`src/rtl/parking_lane_arbiter_if.sv`:
```
// Lane-side and lot-controller-side signals of the parking lane arbiter.
// master = arbiter, slave = lane keypads/sensors plus lot controller.
interface parking_lane_arbiter_if #(
  parameter int NUM_LANES = 4
);
  // Handshake: a lane holds lane_req high until its one-cycle lane_done pulse; lane_ok
  // is meaningful only alongside lane_done. enter_req/exit_req are one-cycle requests to
  // the lot controller, answered by a gate pulse inside the response window.
  logic [NUM_LANES-1:0]   lane_req;
  logic [NUM_LANES-1:0]   lane_dir;
  logic [8*NUM_LANES-1:0] lane_passcode;
  logic                   entry_gate_open;
  logic                   exit_gate_open;
  logic                   enter_req;
  logic                   exit_req;
  logic [7:0]             passcode_out;
  logic [NUM_LANES-1:0]   lane_grant;
  logic [NUM_LANES-1:0]   lane_done;
  logic [NUM_LANES-1:0]   lane_ok;
  logic                   busy;
  logic [7:0]             reject_count;

  modport master (
    input  lane_req, lane_dir, lane_passcode, entry_gate_open, exit_gate_open,
    output enter_req, exit_req, passcode_out, lane_grant, lane_done, lane_ok,
           busy, reject_count
  );

  modport slave (
    output lane_req, lane_dir, lane_passcode, entry_gate_open, exit_gate_open,
    input  enter_req, exit_req, passcode_out, lane_grant, lane_done, lane_ok,
           busy, reject_count
  );
endinterface

```
`src/rtl/parking_lane_arbiter.sv`:
```
// Round-robin arbiter sharing one lot controller among NUM_LANES lanes.
// Optional PARKING_ARB_EXIT_PRIORITY_EN: exit requesters win over entry requesters.
module parking_lane_arbiter #(
  parameter int NUM_LANES = 4,
  parameter int RESP_WAIT = 4
) (
  input  logic                          clk,
  input  logic                          reset,
  parking_lane_arbiter_if.master        bus,
  output logic [1:0]                    o_dbg_state
);
  localparam int IW = (NUM_LANES > 1) ? $clog2(NUM_LANES) : 1;

  typedef enum logic [1:0] {S_IDLE, S_ISSUE, S_WAIT, S_DONE} state_t;

  state_t               r_state;
  logic [IW-1:0]        r_rr_ptr;
  logic [IW-1:0]        r_idx;
  logic                 r_dir;
  logic                 r_ok_flag;
  logic                 r_settle;
  logic [3:0]           r_timer;
  logic                 r_enter_req;
  logic                 r_exit_req;
  logic [7:0]           r_passcode;
  logic [NUM_LANES-1:0] r_grant;
  logic [NUM_LANES-1:0] r_done;
  logic [NUM_LANES-1:0] r_ok;
  logic                 r_busy;
  logic [7:0]           r_reject_count;

  logic [NUM_LANES-1:0] w_cand;
  logic [IW-1:0]        w_win_idx;
  logic                 w_win_valid;
  logic [NUM_LANES-1:0] w_win_onehot;
  logic                 w_gate_match;
  logic [3:0]           w_timer_inc;

  always_comb begin
`ifdef PARKING_ARB_EXIT_PRIORITY_EN
    w_cand = (|(bus.lane_req & bus.lane_dir)) ? (bus.lane_req & bus.lane_dir) : bus.lane_req;
`else
    w_cand = bus.lane_req;
`endif
  end

  // First set candidate at or after r_rr_ptr, wrapping at NUM_LANES.
  always_comb begin
    logic [IW:0] v_pos;
    v_pos       = '0;
    w_win_idx   = '0;
    w_win_valid = 1'b0;
    for (int k = 0; k < NUM_LANES; k++) begin
      v_pos = {1'b0, r_rr_ptr} + (IW+1)'(k);
      if (v_pos >= (IW+1)'(NUM_LANES)) v_pos = v_pos - (IW+1)'(NUM_LANES);
      if (!w_win_valid && w_cand[v_pos[IW-1:0]]) begin
        w_win_valid = 1'b1;
        w_win_idx   = v_pos[IW-1:0];
      end
    end
  end

  assign w_win_onehot = {{(NUM_LANES-1){1'b0}}, 1'b1} << w_win_idx;
  assign w_gate_match = r_dir ? bus.exit_gate_open : bus.entry_gate_open;
  assign w_timer_inc  = r_timer + 4'd1;

  always_ff @(posedge clk or posedge reset) begin
    if (reset) begin
      r_state        <= S_IDLE;
      r_rr_ptr       <= '0;
      r_idx          <= '0;
      r_dir          <= 1'b0;
      r_ok_flag      <= 1'b0;
      r_settle       <= 1'b0;
      r_timer        <= '0;
      r_enter_req    <= 1'b0;
      r_exit_req     <= 1'b0;
      r_passcode     <= '0;
      r_grant        <= '0;
      r_done         <= '0;
      r_ok           <= '0;
      r_busy         <= 1'b0;
      r_reject_count <= '0;
    end else begin
      case (r_state)
        S_IDLE: begin
          // The first IDLE cycle after DONE gives the finished lane time to drop
          // its request, so a stale request is never granted again.
          if (r_settle) begin
            r_settle <= 1'b0;
          end else if (w_win_valid) begin
            r_state     <= S_ISSUE;
            r_idx       <= w_win_idx;
            r_dir       <= bus.lane_dir[w_win_idx];
            r_ok_flag   <= 1'b0;
            r_passcode  <= bus.lane_passcode[8*w_win_idx +: 8];
            r_grant     <= w_win_onehot;
            r_enter_req <= ~bus.lane_dir[w_win_idx];
            r_exit_req  <= bus.lane_dir[w_win_idx];
            r_busy      <= 1'b1;
          end
        end
        S_ISSUE: begin
          r_enter_req <= 1'b0;
          r_exit_req  <= 1'b0;
          r_timer     <= '0;
          r_state     <= S_WAIT;
        end
        S_WAIT: begin
          r_timer <= w_timer_inc;
          if (w_gate_match) r_ok_flag <= 1'b1;
          if (w_timer_inc == 4'(RESP_WAIT)) begin
            r_state <= S_DONE;
            r_done  <= r_grant;
            r_ok    <= (r_ok_flag || w_gate_match) ? r_grant : '0;
          end
        end
        S_DONE: begin
          r_state    <= S_IDLE;
          r_settle   <= 1'b1;
          r_done     <= '0;
          r_ok       <= '0;
          r_grant    <= '0;
          r_passcode <= '0;
          r_busy     <= 1'b0;
          r_rr_ptr   <= (r_idx == IW'(NUM_LANES-1)) ? '0 : r_idx + 1'b1;
          if (!r_ok_flag && r_reject_count != 8'hFF) r_reject_count <= r_reject_count + 8'd1;
        end
        default: r_state <= S_IDLE;
      endcase
    end
  end

  assign bus.enter_req    = r_enter_req;
  assign bus.exit_req     = r_exit_req;
  assign bus.passcode_out = r_passcode;
  assign bus.lane_grant   = r_grant;
  assign bus.lane_done    = r_done;
  assign bus.lane_ok      = r_ok;
  assign bus.busy         = r_busy;
  assign bus.reject_count = r_reject_count;
  assign o_dbg_state      = r_state;
endmodule

```
`src/flat_wrapper.sv`:
```
// flat-port wrapper written by rule: the top's interface ports become plain ports
module parking_lane_arbiter_flat 
#(
  parameter int NUM_LANES = 4,
  parameter int RESP_WAIT = 4
)
  (clk, reset, o_dbg_state, bus_lane_req, bus_lane_dir, bus_lane_passcode, bus_entry_gate_open, bus_exit_gate_open, bus_enter_req, bus_exit_req, bus_passcode_out, bus_lane_grant, bus_lane_done, bus_lane_ok, bus_busy, bus_reject_count);
  parking_lane_arbiter_if #(.NUM_LANES(NUM_LANES)) bus_i ();
  input  logic clk;
  input  logic reset;
  output logic [1:0] o_dbg_state;
  input wire logic [$bits(bus_i.lane_req)-1:0] bus_lane_req;
  input wire logic [$bits(bus_i.lane_dir)-1:0] bus_lane_dir;
  input wire logic [$bits(bus_i.lane_passcode)-1:0] bus_lane_passcode;
  input wire logic [$bits(bus_i.entry_gate_open)-1:0] bus_entry_gate_open;
  input wire logic [$bits(bus_i.exit_gate_open)-1:0] bus_exit_gate_open;
  output wire logic [$bits(bus_i.enter_req)-1:0] bus_enter_req;
  output wire logic [$bits(bus_i.exit_req)-1:0] bus_exit_req;
  output wire logic [$bits(bus_i.passcode_out)-1:0] bus_passcode_out;
  output wire logic [$bits(bus_i.lane_grant)-1:0] bus_lane_grant;
  output wire logic [$bits(bus_i.lane_done)-1:0] bus_lane_done;
  output wire logic [$bits(bus_i.lane_ok)-1:0] bus_lane_ok;
  output wire logic [$bits(bus_i.busy)-1:0] bus_busy;
  output wire logic [$bits(bus_i.reject_count)-1:0] bus_reject_count;
  assign bus_i.lane_req = bus_lane_req;
  assign bus_i.lane_dir = bus_lane_dir;
  assign bus_i.lane_passcode = bus_lane_passcode;
  assign bus_i.entry_gate_open = bus_entry_gate_open;
  assign bus_i.exit_gate_open = bus_exit_gate_open;
  assign bus_enter_req = bus_i.enter_req;
  assign bus_exit_req = bus_i.exit_req;
  assign bus_passcode_out = bus_i.passcode_out;
  assign bus_lane_grant = bus_i.lane_grant;
  assign bus_lane_done = bus_i.lane_done;
  assign bus_lane_ok = bus_i.lane_ok;
  assign bus_busy = bus_i.busy;
  assign bus_reject_count = bus_i.reject_count;
  parking_lane_arbiter #(.NUM_LANES(NUM_LANES), .RESP_WAIT(RESP_WAIT)) u_core (.clk(clk), .reset(reset), .bus(bus_i), .o_dbg_state(o_dbg_state));
endmodule
```
`config.mk`:
```
export PLATFORM = sky130hd
export DESIGN_NAME = parking_lane_arbiter_flat
export DESIGN_NICKNAME = d
export VERILOG_FILES = /design/src/rtl/parking_lane_arbiter_if.sv /design/src/rtl/parking_lane_arbiter.sv /design/src/flat_wrapper.sv
export SDC_FILE = /design/constraint.sdc
export NUM_CORES = 1
export LEC_CHECK = 0
export CAP_MARGIN = 20
export CORE_MARGIN = 8
export CORE_UTILIZATION = 49
export CTS_CLUSTER_DIAMETER = 60
export DETAILED_ROUTE_END_ITERATION = 6
export PLACE_DENSITY = 0.85
export SLEW_MARGIN = 20
export SYNTH_ARGS = -nofsm -noshare
export SYNTH_HDL_FRONTEND = slang
export SYNTH_SLANG_ARGS = --single-unit
```
`constraint.sdc`:
```
create_clock -name clk -period 3.2 [get_ports clk]
set_clock_uncertainty 0.15 [all_clocks]
set_input_delay 0.64 -clock clk [delete_from_list [all_inputs] [get_ports clk]]
set_output_delay 0.64 -clock clk [all_outputs]
set_load 0.02 [all_outputs]
```
## Yosys cells after proc, flatten, opt, wreduce, memory -nomap -nowiden

Cells that the tools add are included.

- Register bits: 44
- Input bits: 44
- Output and inout port bits: 33
- Logic and storage cells: 124

- $add $sub $neg: 10
- Magnitude comparators: 9
- Equality and inequality tests: 10
- Shift-type cells: 2
- Multiplexer cells: 54
- Bitwise gates (word level): 2
- Reduce and logical (&&, ||, !) cells: 22

Operators with widths:

| kind | number |
|---|---|
| $pmux 4 s2 | 4 |
| $shiftx 32x6->8 | 1 |
| $mux 2 | 12 |
| $mux 4 | 5 |
| $mux 1 | 19 |
| $mux 8 | 2 |
| $pmux 8 s2 | 1 |
| $lt 2x3->1 const B | 5 |
| $reduce_and 3->1 | 4 |
| $bmux 1 s2 | 5 |
| $pmux 1 s2 | 5 |
| $reduce_bool 2->1 | 5 |
| $ge 3x3->1 const B | 3 |
| $add 8x1->8 const B | 1 |
| $ne 8x8->1 const B | 1 |
| $pmux 2 s4 | 1 |
| $sub 2x1->2 const B | 4 |
| $add 2x2->3 const B | 2 |
| $eq 2x2->1 const B | 3 |
| $ne 2x1->1 const B | 3 |
| $add 4x1->4 const B | 1 |
| $eq 4x3->1 const B | 1 |
| $logic_and 1x1->1 | 4 |
| $logic_not 1->1 | 4 |
| 11 further kinds | 13 |

## Longest topological paths before layout

- Word-level depth: 20
- Gate-level depth with buffers: 7

## Least setup slack after synthesis

No wires, ideal clock.

- Kind: reg2reg
- Start point: register u_core.r_state[0], in the netlist u_core.o_dbg_state[0]
- End point: register u_core.r_reject_count[7], in the netlist u_core.bus.reject_count[7]
- Arrival time: 1.843 ns
- Required time: 2.970 ns
- Setup slack: 1.128 ns
- Stages on the path, launching flop included: 8
- Period minus slack after synthesis: 2.072 ns
- Cells stage by stage: dfrtp_1 -> ha_1 -> buf_2 -> inv_1 -> a311oi_2 -> nand4_1 -> nor3_1 -> xor2_1

- Longest elaborated chain between the ends: 2

Ends and longest elaborated chain:

| element | RTL line | RTL |
|---|---|---|
| start, declared | parking_lane_arbiter.sv:16 | `state_t r_state;` |
| start signal, assigned | parking_lane_arbiter.sv:69 | `r_state <= S_IDLE;` |
| start signal, assigned | parking_lane_arbiter.sv:92 | `r_state <= S_ISSUE;` |
| start signal, assigned | parking_lane_arbiter.sv:107 | `r_state <= S_WAIT;` |
| $eq 2x2->1 | parking_lane_arbiter.sv:85 | `case (r_state)` |
| $reduce_and 2->1 (no source line) | - |  |
| end signal, assigned | parking_lane_arbiter.sv:127 | `if (!r_ok_flag && r_reject_count != 8'hFF) r_reject_count <= r_reject_count + 8'd1;` |
| end, declared | parking_lane_arbiter.sv:30 | `logic [7:0] r_reject_count;` |

Every way passes these cells.
A chain may end at the register's enable or synchronous reset.

## Worst setup path in the final report

- Start point: input bus_lane_req[0]
- End point: register u_core.r_passcode[2], in the netlist u_core.bus.passcode_out[2]

- Longest elaborated chain between the ends: 16
- Elaborated cells between the ends (all ways): 28
- Classes of those cells: eq/ne (1); shift (1); mux (19); reduce/logical (7)

Ends and longest elaborated chain:

| element | RTL line | RTL |
|---|---|---|
| start, declared | flat_wrapper.sv:12 | `input wire logic [$bits(bus_i.lane_req)-1:0] bus_lane_req;` |
| $bmux 1 s2 | parking_lane_arbiter.sv:56 | `if (!w_win_valid && w_cand[v_pos[IW-1:0]]) begin` |
| $mux 1 (implied by the code) | parking_lane_arbiter.sv:56 |  |
| $mux 1 | parking_lane_arbiter.sv:56 |  |
| $logic_not 1->1 | parking_lane_arbiter.sv:56 |  |
| $logic_and 1x1->1 | parking_lane_arbiter.sv:56 |  |
| $mux 1 | parking_lane_arbiter.sv:56 |  |
| $logic_not 1->1 | parking_lane_arbiter.sv:56 |  |
| $logic_and 1x1->1 | parking_lane_arbiter.sv:56 |  |
| $mux 1 | parking_lane_arbiter.sv:56 |  |
| $logic_not 1->1 | parking_lane_arbiter.sv:56 |  |
| $logic_and 1x1->1 | parking_lane_arbiter.sv:56 |  |
| $mux 2 | parking_lane_arbiter.sv:56 |  |
| $shiftx 32x6->8 | parking_lane_arbiter.sv:96 | `r_passcode <= bus.lane_passcode[8*w_win_idx +: 8];` |
| $mux 8 | parking_lane_arbiter.sv:91 | `end else if (w_win_valid) begin` |
| $mux 8 | parking_lane_arbiter.sv:89 | `if (r_settle) begin` |
| $pmux 8 s2 | parking_lane_arbiter.sv:85 |  |
| end signal, assigned | parking_lane_arbiter.sv:96 |  |
| end, declared | parking_lane_arbiter.sv:25 | `logic [7:0] r_passcode;` |

Several ways; a longest one is shown, not always the timed one. The select of a mux whose other input is x is not followed.

==> results.toml <==
[timing]
setup_ws_ns = 0.6079
tightestPinTransition_ns = 0.7312
slew_headroom = 0.5063
whs_ns = 0.3290
setup_viol = 0
fmax_ghz = 0.3858
drv_slew = 0
setup_tns_ns = 0
period_share = 0.8100
min_period_ns = 2.592
hold_viol = 0
grt_setup_unrepaired = "no"

[yosys]
synthCells = 209
synth_area_um2 = 2291
synth.yosys.seq_area_share = 0.4806
ys_ff_latch = 44
synth_flop_cell = "dfrtp_1"
synth_top_area_frac = 0.4806
yosysWarningCount = 0
netlist-cell-type-count = 38
yosysMostFrequentCell = "dfrtp_1"
async_reset_ff_frac = 1.000
yosys-top-cells-count = "44 x dfrtp_1, 30 x mux2i_1, 16 x a22o_1"
syn_nets = 261
synth-edff-count = 0
synth_area_leaders = "dfrtp_1 48%, mux2i_1 13%, a22o_1 6.1%"
syn_avg_cell_area_um2 = 10.96
synth_top_area_cell = "dfrtp_1"

[finish]
antenna_cells = 0
drive_gt1_frac = 0.09310
syn2layout_area_growth_pct = 39.81
post-route-util = 0.6919
fin_nets = 341

[worst_setup_path]
crit_family = "buffers and inverters"
crit_top_cell = "mux2i_1"
crit_cells = 8
cp.required_ns = 3.24
startpoint = "bus_lane_req[0]"
critPathKind = "primary input to flip-flop"
path_buf_inv = 2
r2r-start = "u_core.o_dbg_state[0]"
crit_chain = "clkdlybuf4s50_1 -> a21oi_1 -> o21a_1 -> o22ai_2 -> buf_4 -> mux2i_1 -> mux2i_1 -> a22o_1"
rr_endpoint = "u_core.bus.reject_count[7]"
cp_slowest_cell = "clkdlybuf4s50_1"
reg2regPathDepth = 6
cpPeakStageDelay_ns = 0.53
timing.critical_path.to = "u_core.bus.passcode_out[2]"
crit_arrival_ns = 2.63
r2r_slack_ns = 0.86
cp-end-kind = "flip-flop"
crit_path_start_kind = "primary input"
crit_fanout = 14

[run_status]
status = "complete, no violations"

[power_and_ir_drop]
p_per_area_nw_per_um2 = 872.8
leakagePower_nw = 1.455
peakVddDrop_mv = 0.5020

[floorplanning]
die_h_um = 84.38
die_w_um = 84.38
dieArea_um2 = 7119
core_um2 = 4629
start_util = 0.4949
boundaryPins = 77
num_rows = 25

[route]
drt_iter0_markers = 68
vias = 1848
ant_nets = 0
drt_first_pass_iters = 4
wl_per_cell_um = 16.49
viasPerCell = 5.372
drc = 0
drt-total-wl_um = 5671

[cts]
cts_tree = "yes"
clock_path_buffers = 2
root_buffer = "clkbuf_8"
clk_latency_ns = 0.30
cts_made_buffers = 5
postCtsSetupBuffers = 0
clk_pin_slew_worst_paths_ns = 0.08
numClockSinks = 44
postCtsHoldBufs = 0
cts.repair.resized = 0
h-tree-depth = 2

[placement]
io_buffers = 76
dp_slack_ns = 0.3076
gp_congestion = 0.7869
hpwlAfterDp_um = 4478

[worst_hold_path]
hp-start = "u_core.bus.lane_done[0]"
hold_path.class = "flip-flop to flip-flop"

[global_routing]
grt_overflow_total = 0
grtUsageTotal = 0.1586
grt_pass1_wl_um = 9232
grt_max_degree = 21
antenna_found_initial = 0
grt_pass1_vias = 1941

[flow_run]
maxCapViolCount = 0
cells by family (layout without fill, tap and decap cells):
logic type               after synthesis  in the layout  share of synthesized area
buffers and inverters                 22            103                    0.04478
AO/OA/AOI/OAI                         47             47                     0.1480
multiplexers                          36             36                     0.1606
XOR/XNOR                               7              7                    0.02676
adder cells (fa/ha/maj)                8              8                    0.04369
AND/OR/NAND/NOR                       45             45                    0.09558
flip-flops                            44             44                     0.4806
how the worst min path moves through the flow:
stage,to,slack (ns),cells after the start
after floorplan,u_core.r_settle,0.32,2
final,u_core.bus.lane_done[0],0.33,2
after CTS,u_core.bus.lane_done[0],0.34,2
after global placement,u_core.bus.busy,0.31,1
after global routing,u_core.bus.busy,0.35,1
after detailed placement,u_core.bus.busy,0.32,1
layout by cell type, fill, tap and decap left out, drive strengths merged, types with 7 or more instances in the layout:
| master | instances |
|---|---|
| a21oi | 7 |
| a22o | 16 |
| clkdlybuf4s50 | 76 |
| dfrtp | 44 |
| ha | 8 |
| inv | 12 |
| mux2i | 30 |
| nand2 | 15 |
| nor2 | 10 |
| o21ai | 14 |
worst reg2reg max path: stages, from the launching register on:
cell and delay, ns:
dfrtp_1 0.42, ha_1 0.34, inv_1 0.22, a311oi_2 0.49, nand4_1 0.25, nor3_1 0.24
xor2_1 0.16
where the power goes:
part	switching, W	internal [W]	total [W]
Combinational	0.000793	0.000730	0.00152
Clock	0.000193	0.000152	0.000345
Sequential	0.000167	0.000761	0.000927
Total	0.00115	0.00164	0.00280
per-layer routing:
layer	GRT usage	up-vias	routed length [µm]
met4	0.04854	0	45
met5	0	-	0
met2	0.2815	30	2993
li1	-	903	-
met1	0.1823	910	2419
met3	0.03902	5	212
registers in the layout (all words and copies together) (netlist names), 2 cells and up:
signal and count:
u_core.bus.lane_done 4, u_core.r_rr_ptr 2, u_core.bus.lane_ok 4, u_core.r_idx 2, u_core.r_timer 4, u_core.bus.passcode_out 8, u_core.bus.lane_grant 4, u_core.bus.reject_count 8
u_core.o_dbg_state 2
layout make-up:
class / instances / area (µm²)
Timing Repair Buffer: 82 / 805.8
Clock inverter: 3 / 18.77
Tap cell: 54 / 67.56
Multi-Input combinational cell: 143 / 1092
Sequential cell: 44 / 1101
Fill cell: 381 / 1426
Inverter: 13 / 48.80
Clock buffer: 5 / 68.82
metrics by stage:
step           cells  area [µm²]  total power [W]
6_report         344        3203         0.002796
5_1_grt          344        3203         0.003002
4_1_cts          344        3203         0.002815
3_5_place_dp     336        3115         0.002464
3_3_place_gp     336        3115         0.002426
2_1_floorplan    209        2291         0.001935
No activity file was read; power rests on OpenSTA's default activity.
